--- src/rtl/cnn_ram_loader.sv ---
// Turns HPS bus words into RAM port-A writes: one 32-bit word per image-bank write,
// or four LSB-first byte writes into the conv/dense weight RAMs.
module cnn_ram_loader #(
  parameter int unsigned FIFO_DEPTH = 2,
  parameter int unsigned IMG_AW     = 10,
  parameter int unsigned W_AW       = 15
) (
  input  logic              clk,
  input  logic              reset,
  input  logic [31:0]       writedata,
  input  logic              ctrl_we,
  input  logic              data_we,
  output logic              busy,
  output logic              done,
  output logic              err,
  output logic              wren0,
  output logic              wren1,
  output logic              wren2,
  output logic              wren3,
  output logic [7:0]        data0,
  output logic [7:0]        data1,
  output logic [7:0]        data2,
  output logic [7:0]        data3,
  output logic [IMG_AW-1:0] image_ram_addr,
  output logic              wren_conv,
  output logic              wren_dense,
  output logic [7:0]        data_conv,
  output logic [7:0]        data_dense,
  output logic [W_AW-1:0]   conv_ram_addr,
  output logic [W_AW-1:0]   dense_ram_addr
);

  localparam int unsigned FAW   = (FIFO_DEPTH > 1) ? $clog2(FIFO_DEPTH) : 1;
  localparam int unsigned CW    = FAW + 1;
  localparam int unsigned LEN_W = 14;

  localparam logic [1:0] TGT_IMG  = 2'd0;
  localparam logic [1:0] TGT_CONV = 2'd1;
  localparam logic [1:0] TGT_NONE = 2'd3;

  typedef enum logic [1:0] {S_IDLE, S_IMG, S_SER} state_e;

  state_e            state_q, state_d;
  logic [1:0]        idx_q, idx_d;
  logic [1:0]        target_q, target_d;
  logic [W_AW-1:0]   ptr_q, ptr_d;
  logic [LEN_W-1:0]  len_q, len_d;
  logic [LEN_W-1:0]  rem_q, rem_d;
  logic [LEN_W-1:0]  credit_q, credit_d;
  logic [FAW-1:0]    wr_ptr_q, wr_ptr_d;
  logic [FAW-1:0]    rd_ptr_q, rd_ptr_d;
  logic [CW-1:0]     cnt_q, cnt_d;
  logic              busy_q, busy_d;
  logic              done_q, done_d;
  logic              err_q, err_d;
  logic              wren_img_q, wren_img_d;
  logic [31:0]       img_data_q, img_data_d;
  logic [IMG_AW-1:0] img_addr_q, img_addr_d;
  logic              wren_conv_q, wren_conv_d;
  logic [7:0]        data_conv_q, data_conv_d;
  logic [W_AW-1:0]   conv_addr_q, conv_addr_d;
  logic              wren_dense_q, wren_dense_d;
  logic [7:0]        data_dense_q, data_dense_d;
  logic [W_AW-1:0]   dense_addr_q, dense_addr_d;

  logic [31:0]       mem_q [FIFO_DEPTH];
  logic [31:0]       head_c;
  logic              ctrl_acc_c;
  logic              push_c;
  logic              pop_c;
  logic              emit_c;
  logic              word_done_c;
  logic [1:0]        sel_c;
  logic [7:0]        byte_c;

  assign head_c = mem_q[rd_ptr_q];

  // Word buffer; the head stays resident until its last write so depth bounds in-flight words.
  always_ff @(posedge clk) begin
    if (push_c) mem_q[wr_ptr_q] <= writedata;
  end

  always_comb begin
    state_d      = state_q;
    idx_d        = idx_q;
    target_d     = target_q;
    ptr_d        = ptr_q;
    len_d        = len_q;
    rem_d        = rem_q;
    credit_d     = credit_q;
    wr_ptr_d     = wr_ptr_q;
    rd_ptr_d     = rd_ptr_q;
    err_d        = err_q;
    wren_img_d   = 1'b0;
    img_data_d   = img_data_q;
    img_addr_d   = img_addr_q;
    wren_conv_d  = 1'b0;
    data_conv_d  = data_conv_q;
    conv_addr_d  = conv_addr_q;
    wren_dense_d = 1'b0;
    data_dense_d = data_dense_q;
    dense_addr_d = dense_addr_q;
    ctrl_acc_c   = ctrl_we && !busy_q;
    push_c       = 1'b0;
    pop_c        = 1'b0;
    emit_c       = 1'b0;
    word_done_c  = 1'b0;
    sel_c        = 2'd0;
    byte_c       = 8'd0;

    if (ctrl_we) begin
      if (busy_q) begin
        err_d = 1'b1;
      end else begin
        target_d = writedata[1:0];
        ptr_d    = W_AW'(writedata[16:2]);
        len_d    = writedata[30:17];
        rem_d    = writedata[30:17];
        credit_d = writedata[30:17];
        err_d    = 1'b0;
      end
    end

    // Credit counts accepted words so words beyond the programmed length never enter the buffer.
    if (data_we) begin
      if (ctrl_we) begin
        err_d = 1'b1;
      end else if (target_q != TGT_NONE) begin
        if ((len_q != '0) && (credit_q == '0)) begin
          err_d = 1'b1;
        end else if (cnt_q == CW'(FIFO_DEPTH)) begin
          err_d = 1'b1;
        end else begin
          push_c = 1'b1;
          if (len_q != '0) credit_d = credit_q - LEN_W'(1);
        end
      end
    end

    case (state_q)
      S_IDLE: begin
        if (cnt_q != '0) begin
          if (target_q == TGT_IMG) begin
            state_d    = S_IMG;
            wren_img_d = 1'b1;
            img_data_d = head_c;
            img_addr_d = ptr_q[IMG_AW-1:0];
          end else if (target_q != TGT_NONE) begin
            state_d = S_SER;
            idx_d   = 2'd0;
            emit_c  = 1'b1;
            sel_c   = 2'd0;
          end else begin
            pop_c = 1'b1;
          end
        end
      end
      S_IMG: begin
        state_d     = S_IDLE;
        pop_c       = 1'b1;
        word_done_c = 1'b1;
        ptr_d       = W_AW'(ptr_q[IMG_AW-1:0] + IMG_AW'(1));
      end
      S_SER: begin
        if (idx_q == 2'd3) begin
          state_d     = S_IDLE;
          pop_c       = 1'b1;
          word_done_c = 1'b1;
        end else begin
          idx_d  = idx_q + 2'd1;
          emit_c = 1'b1;
          sel_c  = idx_q + 2'd1;
        end
      end
      default: state_d = S_IDLE;
    endcase

    if (emit_c) begin
      byte_c = head_c[{sel_c, 3'b000} +: 8];
      if (target_q == TGT_CONV) begin
        wren_conv_d = 1'b1;
        data_conv_d = byte_c;
        conv_addr_d = ptr_q;
      end else begin
        wren_dense_d = 1'b1;
        data_dense_d = byte_c;
        dense_addr_d = ptr_q;
      end
      ptr_d = ptr_q + W_AW'(1);
    end

    if (word_done_c && (len_q != '0)) rem_d = rem_q - LEN_W'(1);
    if (push_c) wr_ptr_d = wr_ptr_q + FAW'(1);
    if (pop_c)  rd_ptr_d = rd_ptr_q + FAW'(1);
    cnt_d  = cnt_q + CW'(push_c) - CW'(pop_c);
    done_d = !ctrl_acc_c && (len_q != '0) && (rem_q == '0);
    busy_d = (cnt_d != '0) || (state_d != S_IDLE);
  end

  always_ff @(posedge clk or posedge reset) begin
    if (reset) begin
      state_q      <= S_IDLE;
      idx_q        <= 2'd0;
      target_q     <= TGT_NONE;
      ptr_q        <= '0;
      len_q        <= '0;
      rem_q        <= '0;
      credit_q     <= '0;
      wr_ptr_q     <= '0;
      rd_ptr_q     <= '0;
      cnt_q        <= '0;
      busy_q       <= 1'b0;
      done_q       <= 1'b0;
      err_q        <= 1'b0;
      wren_img_q   <= 1'b0;
      img_data_q   <= '0;
      img_addr_q   <= '0;
      wren_conv_q  <= 1'b0;
      data_conv_q  <= '0;
      conv_addr_q  <= '0;
      wren_dense_q <= 1'b0;
      data_dense_q <= '0;
      dense_addr_q <= '0;
    end else begin
      state_q      <= state_d;
      idx_q        <= idx_d;
      target_q     <= target_d;
      ptr_q        <= ptr_d;
      len_q        <= len_d;
      rem_q        <= rem_d;
      credit_q     <= credit_d;
      wr_ptr_q     <= wr_ptr_d;
      rd_ptr_q     <= rd_ptr_d;
      cnt_q        <= cnt_d;
      busy_q       <= busy_d;
      done_q       <= done_d;
      err_q        <= err_d;
      wren_img_q   <= wren_img_d;
      img_data_q   <= img_data_d;
      img_addr_q   <= img_addr_d;
      wren_conv_q  <= wren_conv_d;
      data_conv_q  <= data_conv_d;
      conv_addr_q  <= conv_addr_d;
      wren_dense_q <= wren_dense_d;
      data_dense_q <= data_dense_d;
      dense_addr_q <= dense_addr_d;
    end
  end

  assign busy           = busy_q;
  assign done           = done_q;
  assign err            = err_q;
  assign wren0          = wren_img_q;
  assign wren1          = wren_img_q;
  assign wren2          = wren_img_q;
  assign wren3          = wren_img_q;
  assign data0          = img_data_q[7:0];
  assign data1          = img_data_q[15:8];
  assign data2          = img_data_q[23:16];
  assign data3          = img_data_q[31:24];
  assign image_ram_addr = img_addr_q;
  assign wren_conv      = wren_conv_q;
  assign data_conv      = data_conv_q;
  assign conv_ram_addr  = conv_addr_q;
  assign wren_dense     = wren_dense_q;
  assign data_dense     = data_dense_q;
  assign dense_ram_addr = dense_addr_q;

endmodule

--- config.mk ---
export PLATFORM = sky130hd
export DESIGN_NAME = cnn_ram_loader
export DESIGN_NICKNAME = d
export VERILOG_FILES = /design/src/rtl/cnn_ram_loader.sv
export SDC_FILE = /design/constraint.sdc
export NUM_CORES = 1
export LEC_CHECK = 0
export CORE_MARGIN = 3
export CORE_UTILIZATION = 59
export DETAILED_ROUTE_END_ITERATION = 16
export GPL_TIMING_DRIVEN = 0
export PLACE_DENSITY = 0.82
export SLEW_MARGIN = 20
export SYNTH_ARGS = -nofsm -noshare
export SYNTH_HDL_FRONTEND = slang
export SYNTH_SLANG_ARGS = --single-unit
--- constraint.sdc ---
create_clock -name clk -period 11 [get_ports clk]
set_clock_uncertainty 0.05 [all_clocks]
set_input_delay 2.2 -clock clk [delete_from_list [all_inputs] [get_ports clk]]
set_output_delay 2.2 -clock clk [all_outputs]
set_load 0.02 [all_outputs]
==> results.cfg, run 1 <==
[final_layout]
syn2layout_area_growth_pct = 24.6
fill_cells = 1047
mostFrequentLayoutCells = dfrtp_1, clkdlybuf4s50_1, nand2_1
fin_nets = 1026
drive_above_1_share = 0.138
insertedDiodeCount = 0
layout_commonest_cell = dfrtp_1

[clocking]
cts_buffers = 23
cts_buffer_depth = 3
cts_tree = yes
cts_root_buffer = clkbuf_16
post-cts-setup-buffers = 0
cts_sinks = 225
htreeDepth = 1
cts_resized = 0
hold_buffers = 0
clock_latency_ns = 0.53
path_clk_slew_ns = 0.06

[critical_path]
cp.arrival_ns = 4.98
worstSetupStartpoint = ctrl_we
reg2reg_slack_ns = 7.75
crit_type = in2reg
crit_path_end = busy
start_kind = input pin
reg2reg_from = credit_q[0]
ff2ff_path_depth = 11
cp-end-kind = flip-flop
crit_fanout = 5
rr_endpoint = busy
crit_required_ns = 11.33

[power]
worst_ir_drop_vdd_v = 0.000175
leakagePower_nw = 5.12
powerDensity_nw_per_um2 = 312

[synth]
synth_edf_count = 64
yosys_most_used_dff = dfrtp_1
synth.distinct_cells = 74
ys_seq_elements = 225
ys_warn_count = 0
netlist_instances = 815
ys_seq_area_frac = 0.597
syn_nets = 866
syn_area_um2 = 9970
synthArstFlopShare = 0.716
avgSynthCellArea_um2 = 12.2

[placement]
routabilityCongestion = 0.894
io_buffers = 132
dp_hpwl_um = 18100
dp_slack_ns = 5.87

[sta]
whs_ns = 0.428
setup_violations = 0
finalSetupTns_ns = 0
finalMaxSlewViolations = 0
hold_viol = 0
worstMarginPinSlew_ns = 0.727
maxSlewHeadroom = 0.515
finalWorstSetupSlack_ns = 6.34
fin_crit_sh = 0.423
period_minus_slack_ns = 4.66
fmax_ghz = 0.215
rsz0062_at_grt = no

[die]
fp-row-count = 46
die_h_um = 136
start_util = 0.614
die_w_um = 136
core_um2 = 16200
fp.dieArea_um2 = 18500
ios = 133

[route]
vias_per_cell = 6.15
dr.pass1.iters = 5
ant_nets = 0
drc = 0
vias = 7427
routed_wl_um = 25800
post_drt_wl_per_cell_um = 21.4
drtIter0Drc = 686

[run_status]
status = finished clean

[grt]
antenna_found_initial = 0
grt_pass1_wl_um = 40000
grt_use_total = 0.281
grt_pass1_vias = 7298
grt_max_degree = 97
overflow = 0

[min_path]
hold_path.class = reg2reg

[run]
drv_cap = 0
## registers in the layout, indices dropped and copies added, names as in the netlist, 14 cells and up
signal / flops
conv_ram_addr: 15
credit_q: 14
mem_q: 64
ptr_q: 15
len_q: 14
dense_ram_addr: 15
rem_q: 14
img_data_q: 32
## power by group
| part | switching, W | total (W) | internal (W) |
|---|---|---|---|
| Combinational | 0.000945 | 0.00169 | 0.000743 |
| Clock | 0.000323 | 0.000785 | 0.000461 |
| Sequential | 0.000228 | 0.00140 | 0.00117 |
## through the flow
stage                util  instance area, µm²  power (W)  cells
detailed placement  0.719               11700    0.00308   1166
global placement    0.712               11600    0.00301   1163
floorplan               -                9970    0.00242    815
CTS                 0.766               12400    0.00387   1208
finish              0.766               12400    0.00387   1208
global route        0.766               12400    0.00409   1208
## cell usage after synthesis (9+ instances only)
cell      count  area [µm²]
a221o_1      10         100
edfxtp_1     64        1920
mux2_2       34         383
mux4_2       16         360
o21ai_1      16        80.1
dfrtp_1     159        3980
a21oi_1      31         155
o21ai_0      62         310
nor2_1       32         120
clkbuf_1     21        78.8
buf_2        13        65.1
mux2i_1      41         410
nand2_1     113         424
o22ai_1       9        56.3
inv_1        24        90.1
nor4_1        9        56.3
nand3_1      14        70.1
ha_1         15         188
## per-layer routing
layer	vias to the layer above	track usage	routed length, µm
met2	361	0.463	12700
met3	64	0.0503	2260
li1	3332	-	-
met1	3670	0.384	10000
met4	0	0.0901	839
met5	-	0	0
## final cells by class
| cell class | count | area [µm²] | share of cell area |
|---|---|---|---|
| buffer | 41 | 190 | 0.0153 |
| sequential | 225 | 5950 | 0.479 |
| clock buffer | 32 | 649 | 0.0522 |
| multi-input combinational | 525 | 3750 | 0.302 |
| inverter | 24 | 97.6 | 0.00785 |
| tap | 216 | 270 | 0.0217 |
| clock inverter | 10 | 111 | 0.00896 |
| timing repair buffer | 135 | 1400 | 0.113 |
## critical path, cell delays in order
cell and delay [ns]:
clkdlybuf4s50_1 0.53, nor4b_4 0.47, o21ai_1 0.34, ha_1 0.38, inv_1 0.04, ha_1 0.18, xnor2_1 0.13, xnor2_1 0.16
or4_1 0.54
## logic make-up after synthesis
group,count (synthesis),share of synthesized area
compound gates,180,0.114
xor+xnor,4,0.00351
fa+ha+maj,15,0.0188
buf+inv,65,0.0281
flops,225,0.597
mux,93,0.118
simple gates,233,0.120
## worst min-delay path by stage
| stage | start | slack, ns | cells past startpoint | endpoint |
|---|---|---|---|---|
| floorplan | len_q[3] | 0.40 | 2 | len_q[3] |
| global placement | len_q[5] | 0.41 | 2 | len_q[5] |
| detailed placement | image_ram_addr[2] | 0.42 | 2 | image_ram_addr[2] |
| CTS | image_ram_addr[2] | 0.43 | 2 | image_ram_addr[2] |
| global route | img_data_q[1] | 0.45 | 2 | img_data_q[1] |
| finish | img_data_q[24] | 0.43 | 2 | img_data_q[24] |
Note: power is estimated with default switching activity, not from simulation.
==> run 2, diff against run 1 <==
- CORE_UTILIZATION: 59 -> 55
- PLACE_DENSITY: 0.82 -> 0.77
- clock period: 11 -> 4.5 ns (I/O delays scaled with it)
==> run 2 against run 1 <==
Wire length is 2.8% lower. Core utilization fell by 5.6 points. Critical path depth unchanged. Via count shrank 1.3%. Clock power up 130%. Global-route usage shrank 2.5 points. First-iteration DRC count up 5.0%. Register-to-register slack got worse by 6.4 ns. Combinational power up 140%. Setup slack got worse by 5.0 ns. Sequential share of layout area fell by 0.067 points. Die area is 6.9% higher. Critical endpoint unchanged.
==> results.cfg, run 2 (synthesized netlist as in run 1, its figures left out) <==
[run_status]
status = finished clean

[clocking]
clock_latency_ns = 0.50
path_clk_slew_ns = 0.06
cts_root_buffer = clkbuf_16
cts_sinks = 225
cts_buffers = 23
cts_tree = yes
cts_buffer_depth = 3
hold_buffers = 0
htreeDepth = 1
cts_resized = 0
post-cts-setup-buffers = 0

[die]
ios = 133
fp.dieArea_um2 = 19800
die_w_um = 141
die_h_um = 141
core_um2 = 17500
fp-row-count = 48
start_util = 0.569

[route]
routed_wl_um = 25100
dr.pass1.iters = 5
post_drt_wl_per_cell_um = 20.5
vias = 7334
drtIter0Drc = 720
vias_per_cell = 6.01
drc = 0
ant_nets = 0

[critical_path]
cp-end-kind = flip-flop
crit_required_ns = 4.82
cp_cell_sequence = clkdlybuf4s50_1 -> nor4b_4 -> o21ai_1 -> ha_1 -> inv_1 -> ha_1 -> xnor2_1 -> xnor2_1 -> or4_1
slowest_stage = or4_1
crit_fanout = 5
start_kind = input pin
crit_type = in2reg
cp.arrival_ns = 3.51
slowest_delay_ns = 0.51

[run]
drv_cap = 0

[final_layout]
top_register = mem_q
post-route-util = 0.710
top_regs = mem_q x64, img_data_q x32
final-seq-area_um2 = 5950
mostFrequentLayoutCells = dfrtp_1, clkdlybuf4s50_1, nand2_1
fin_nets = 1030
drive_above_1_share = 0.138
insertedDiodeCount = 0
syn2layout_area_growth_pct = 24.8
multi_input_area_um2 = 3750
layout_commonest_cell = dfrtp_1
instances_no_fill = 1220
largest_reg_flops = 64
fill_cells = 1223

[sta]
rsz0062_at_grt = no
finalWorstSetupSlack_ns = 1.30
fin_crit_sh = 0.710
fmax_ghz = 0.313
hold_viol = 0
finalSetupTns_ns = 0
maxSlewHeadroom = 0.520
setup_violations = 0
worstMarginPinSlew_ns = 0.719
finalMaxSlewViolations = 0
period_minus_slack_ns = 3.20

[grt]
grt_max_degree = 35
antenna_found_initial = 0
grt_use_total = 0.256
overflow = 0
grt_pass1_vias = 7145
grt_pass1_wl_um = 40000

[power]
power_frac_clock = 0.195
p_int_w = 0.00576
p_comb_frac = 0.439
p_total_w = 0.00933
p_sw_frac = 0.383
p_sw_w = 0.00358
seq_power_share = 0.366
leakagePower_nw = 5.11
powerDensity_nw_per_um2 = 750
worst_ir_drop_vdd_v = 0.000427

[placement]
dp_hpwl_um = 18500
io_buffers = 132
dp_slack_ns = 0.808
routabilityCongestion = 0.916
place_inst = 1179

[min_path]
hold_path.class = reg2reg
## run 2: cell types whose count changed in the layout (fill, tap and decap cells not counted)
cell and change:
buf_12 +5, buf_16 -2, buf_8 +1, clkbuf_1 +3
clkbuf_8 -3, clkinvlp_4 +1, inv_16 -1, inv_8 -1
## run 2: layout make-up
cell class              count  share of cell area
clock inverters             9             0.00734
plain buffers              41              0.0153
well taps                 225              0.0226
inverters                  24             0.00754
clock buffers              32              0.0498
repair buffers            139               0.118
multi-input cells         525               0.301
flip-flops and latches    225               0.478
## run 2: worst max-delay path, delay by kind of cell
family                     cells  cell delay (ns)
AOI/OAI and AO/OA              1             0.30
xor gates and xnor gates       2             0.29
adders and majority gates      2             0.54
buffers and inverters          2             0.54
and+or+nand+nor                2             0.94
## run 2: per-stage QoR
step / hold slack (ns) / cell area [µm²]
after floorplan: 0.397 / 9970
after global placement: 0.413 / 11600
after detailed placement: 0.421 / 11700
after CTS: 0.434 / 12400
after global routing: 0.462 / 12400
final: 0.430 / 12400
## run 2: worst paths after layout
path	endpoint	cells after the start	from	slack, ns
setup / recovery	busy	9	ctrl_we	1.30
hold reg to reg	img_data_q[26]	2	img_data_q[26]	0.43
hold / removal	img_data_q[26]	2	img_data_q[26]	0.43
min in group asynchronous	credit_q[6]	2	reset	0.68
max in group asynchronous	conv_ram_addr[8]	5	reset	2.81
setup reg to reg	busy	9	credit_q[5]	1.37
## run 2: per-layer routing
layer | vias to the layer above | global-route usage | part of all wire
met4 | 0 | 0.0770 | 0.028
li1 | 3338 | - | -
met5 | - | 0 | 0
met1 | 3659 | 0.369 | 0.43
met3 | 40 | 0.0322 | 0.063
met2 | 297 | 0.415 | 0.48
## run 2: power by group through the flow
stage               logic, W  clock network, W  registers, W
detailed placement   0.00409                 0       0.00344
floorplan            0.00215                 0       0.00377
CTS                  0.00411           0.00184       0.00341
global placement     0.00396                 0       0.00342
finish               0.00410           0.00182       0.00342
global route         0.00446           0.00193       0.00352
==> run 3, diff against run 2 <==
- clock period: 4.5 -> 3 ns (I/O delays scaled with it)
==> run 3 against run 2 <==
Cell count is 0.25% higher. Critical path type is now reg2reg. Core utilization grew 0.25 points. Final area rose by 0.35%. Highest routed layer unchanged. Critical endpoint unchanged. Critical path depth unchanged.
==> results.cfg, run 3 (synthesized netlist as in run 1, its figures left out) <==
[placement]
io_buffers = 132
dp_hpwl_um = 18500
routabilityCongestion = 0.916
place_inst = 1179
place_area_um2 = 11700

[die]
fp-row-count = 48
core_um2 = 17500
die_h_um = 141
die_w_um = 141
fp.dieArea_um2 = 19800
ios = 133
start_util = 0.569

[final_layout]
syn2layout_area_growth_pct = 25.3
top_register = mem_q
insertedDiodeCount = 0
mostFrequentLayoutCells = dfrtp_1, clkdlybuf4s50_1, nand2_1
instances_no_fill = 1223
top_regs = mem_q x64, img_data_q x32
post-route-util = 0.712
largest_reg_flops = 64
fin_nets = 1033
fill_cells = 1219
layout_commonest_cell = dfrtp_1
drive_above_1_share = 0.142
design_area_um2 = 12500

[route]
wl_met1_um = 10600
dr.pass1.iters = 5
ant_nets = 0
met3_length_um = 1740
dr_wl_met2_um = 12100
drtIter0Drc = 822
routed_wl_um = 25100
drc = 0
post_drt_wl_per_cell_um = 20.5
vias_per_cell = 6.01
top_layer_used = met4
vias = 7349

[critical_path]
path_buf_inv = 1
crit_type = reg2reg
rr_endpoint = busy
cp_cell_sequence = nor4_2 -> and4_2 -> o21ai_4 -> ha_1 -> inv_1 -> ha_1 -> xnor2_1 -> xnor2_1 -> or4_1
crit_required_ns = 3.32
path_depth = 9
cp.arrival_ns = 3.20
critPathTopFamily = simple AND/OR/NAND/NOR gates
reg2reg_from = len_q[8]
cp-end-kind = flip-flop
slowest_delay_ns = 0.51
start_kind = flip-flop
ff2ff_path_depth = 9
crit_fanout = 4
reg2reg_slack_ns = 0.12
slowest_stage = or4_1

[grt]
grt_use_total = 0.256
grt_max_degree = 35
overflow = 0
antenna_found_initial = 0
grt_pass1_vias = 7145
grt_pass1_wl_um = 40000

[clocking]
cts_buffers = 23
cts_buffer_depth = 3
hold_buffers = 0
cts_tree = yes
htreeDepth = 1
clock_latency_ns = 0.50
cts_sinks = 225
path_clk_slew_ns = 0.06
cts_root_buffer = clkbuf_16

[sta]
setup_violations = 0
maxSlewHeadroom = 0.519
worstMarginPinSlew_ns = 0.721
hold_viol = 0
fmax_ghz = 0.347
fin_crit_sh = 0.960
whs_ns = 0.377
period_minus_slack_ns = 2.88
finalMaxSlewViolations = 0

[power]
worst_ir_drop_vdd_v = 0.000640
powerDensity_nw_per_um2 = 1120
leakagePower_nw = 5.13

[min_path]
hold_path.class = in2async

[run_status]
status = finished clean

[run]
drv_cap = 0
-- run 3: cell types whose count changed in the layout (fill, tap and decap cells not counted), sizes merged --
cell | before | now
buf | 26 | 29
-- run 3: metal layers --
metal / global-route usage / vias up
li1: - / 3338
met1: 0.369 / 3663
met2: 0.415 / 309
met3: 0.0322 / 39
met4: 0.0770 / 0
met5: 0 / -
-- run 3: worst max path at each step --
| stage | start | end | slack, ns |
|---|---|---|---|
| after global placement | ctrl_we | mem_q[0][11] | -1.26 |
| final | len_q[8] | busy | 0.12 |
| after CTS | credit_q[5] | busy | 0.04 |
| after global routing | credit_q[5] | busy | -0.02 |
| after floorplan | len_q[8] | mem_q[0][0] | -0.07 |
| after detailed placement | ctrl_we | busy | -0.39 |
-- run 3: stage by stage --
| step | setup slack (ns) | TNS [ns] | power (W) |
|---|---|---|---|
| after floorplan | -0.0734 | -4.70 | 0.00888 |
| after global placement | -1.26 | -246.62 | 0.0111 |
| after detailed placement | -0.392 | -0.392 | 0.0113 |
| after CTS | 0.0432 | 0 | 0.0140 |
| after global routing | -0.0184 | -0.0184 | 0.0149 |
| final | 0.120 | 0 | 0.0140 |
-- run 3: final cells by class --
class / instances / area (µm²) / share of cell area
buffer: 41 / 190 / 0.0152
clock buffer: 32 / 619 / 0.0496
clock inverter: 9 / 91.3 / 0.00731
inverter: 24 / 93.8 / 0.00751
multi-input combinational: 525 / 3770 / 0.302
sequential: 225 / 5950 / 0.477
tap: 225 / 282 / 0.0225
timing repair buffer: 142 / 1490 / 0.119
-- run 3: where the power goes --
group	switching [W]	internal [W]	total (W)
sequential	0.000838	0.00430	0.00514
clock	0.00112	0.00161	0.00273
combinational	0.00342	0.00273	0.00616
total	0.00538	0.00864	0.0140
-- run 3: worst register-to-register path, stage by stage, from the launching register on --
cell	delay, ns
dfrtp_1	0.39
nor4_2	0.45
and4_2	0.41
o21ai_4	0.12
ha_1	0.31
inv_1	0.04
ha_1	0.18
xnor2_1	0.13
xnor2_1	0.16
or4_1	0.51
-- run 3: timing repair --
action                                 4_1_cts  5_1_grt
setup buffers                                0        3
setup endpoints to repair                    1        1
endpoints found under the hold margin        0        0
gates resized for setup                      1        3
pin swaps                                    0        1
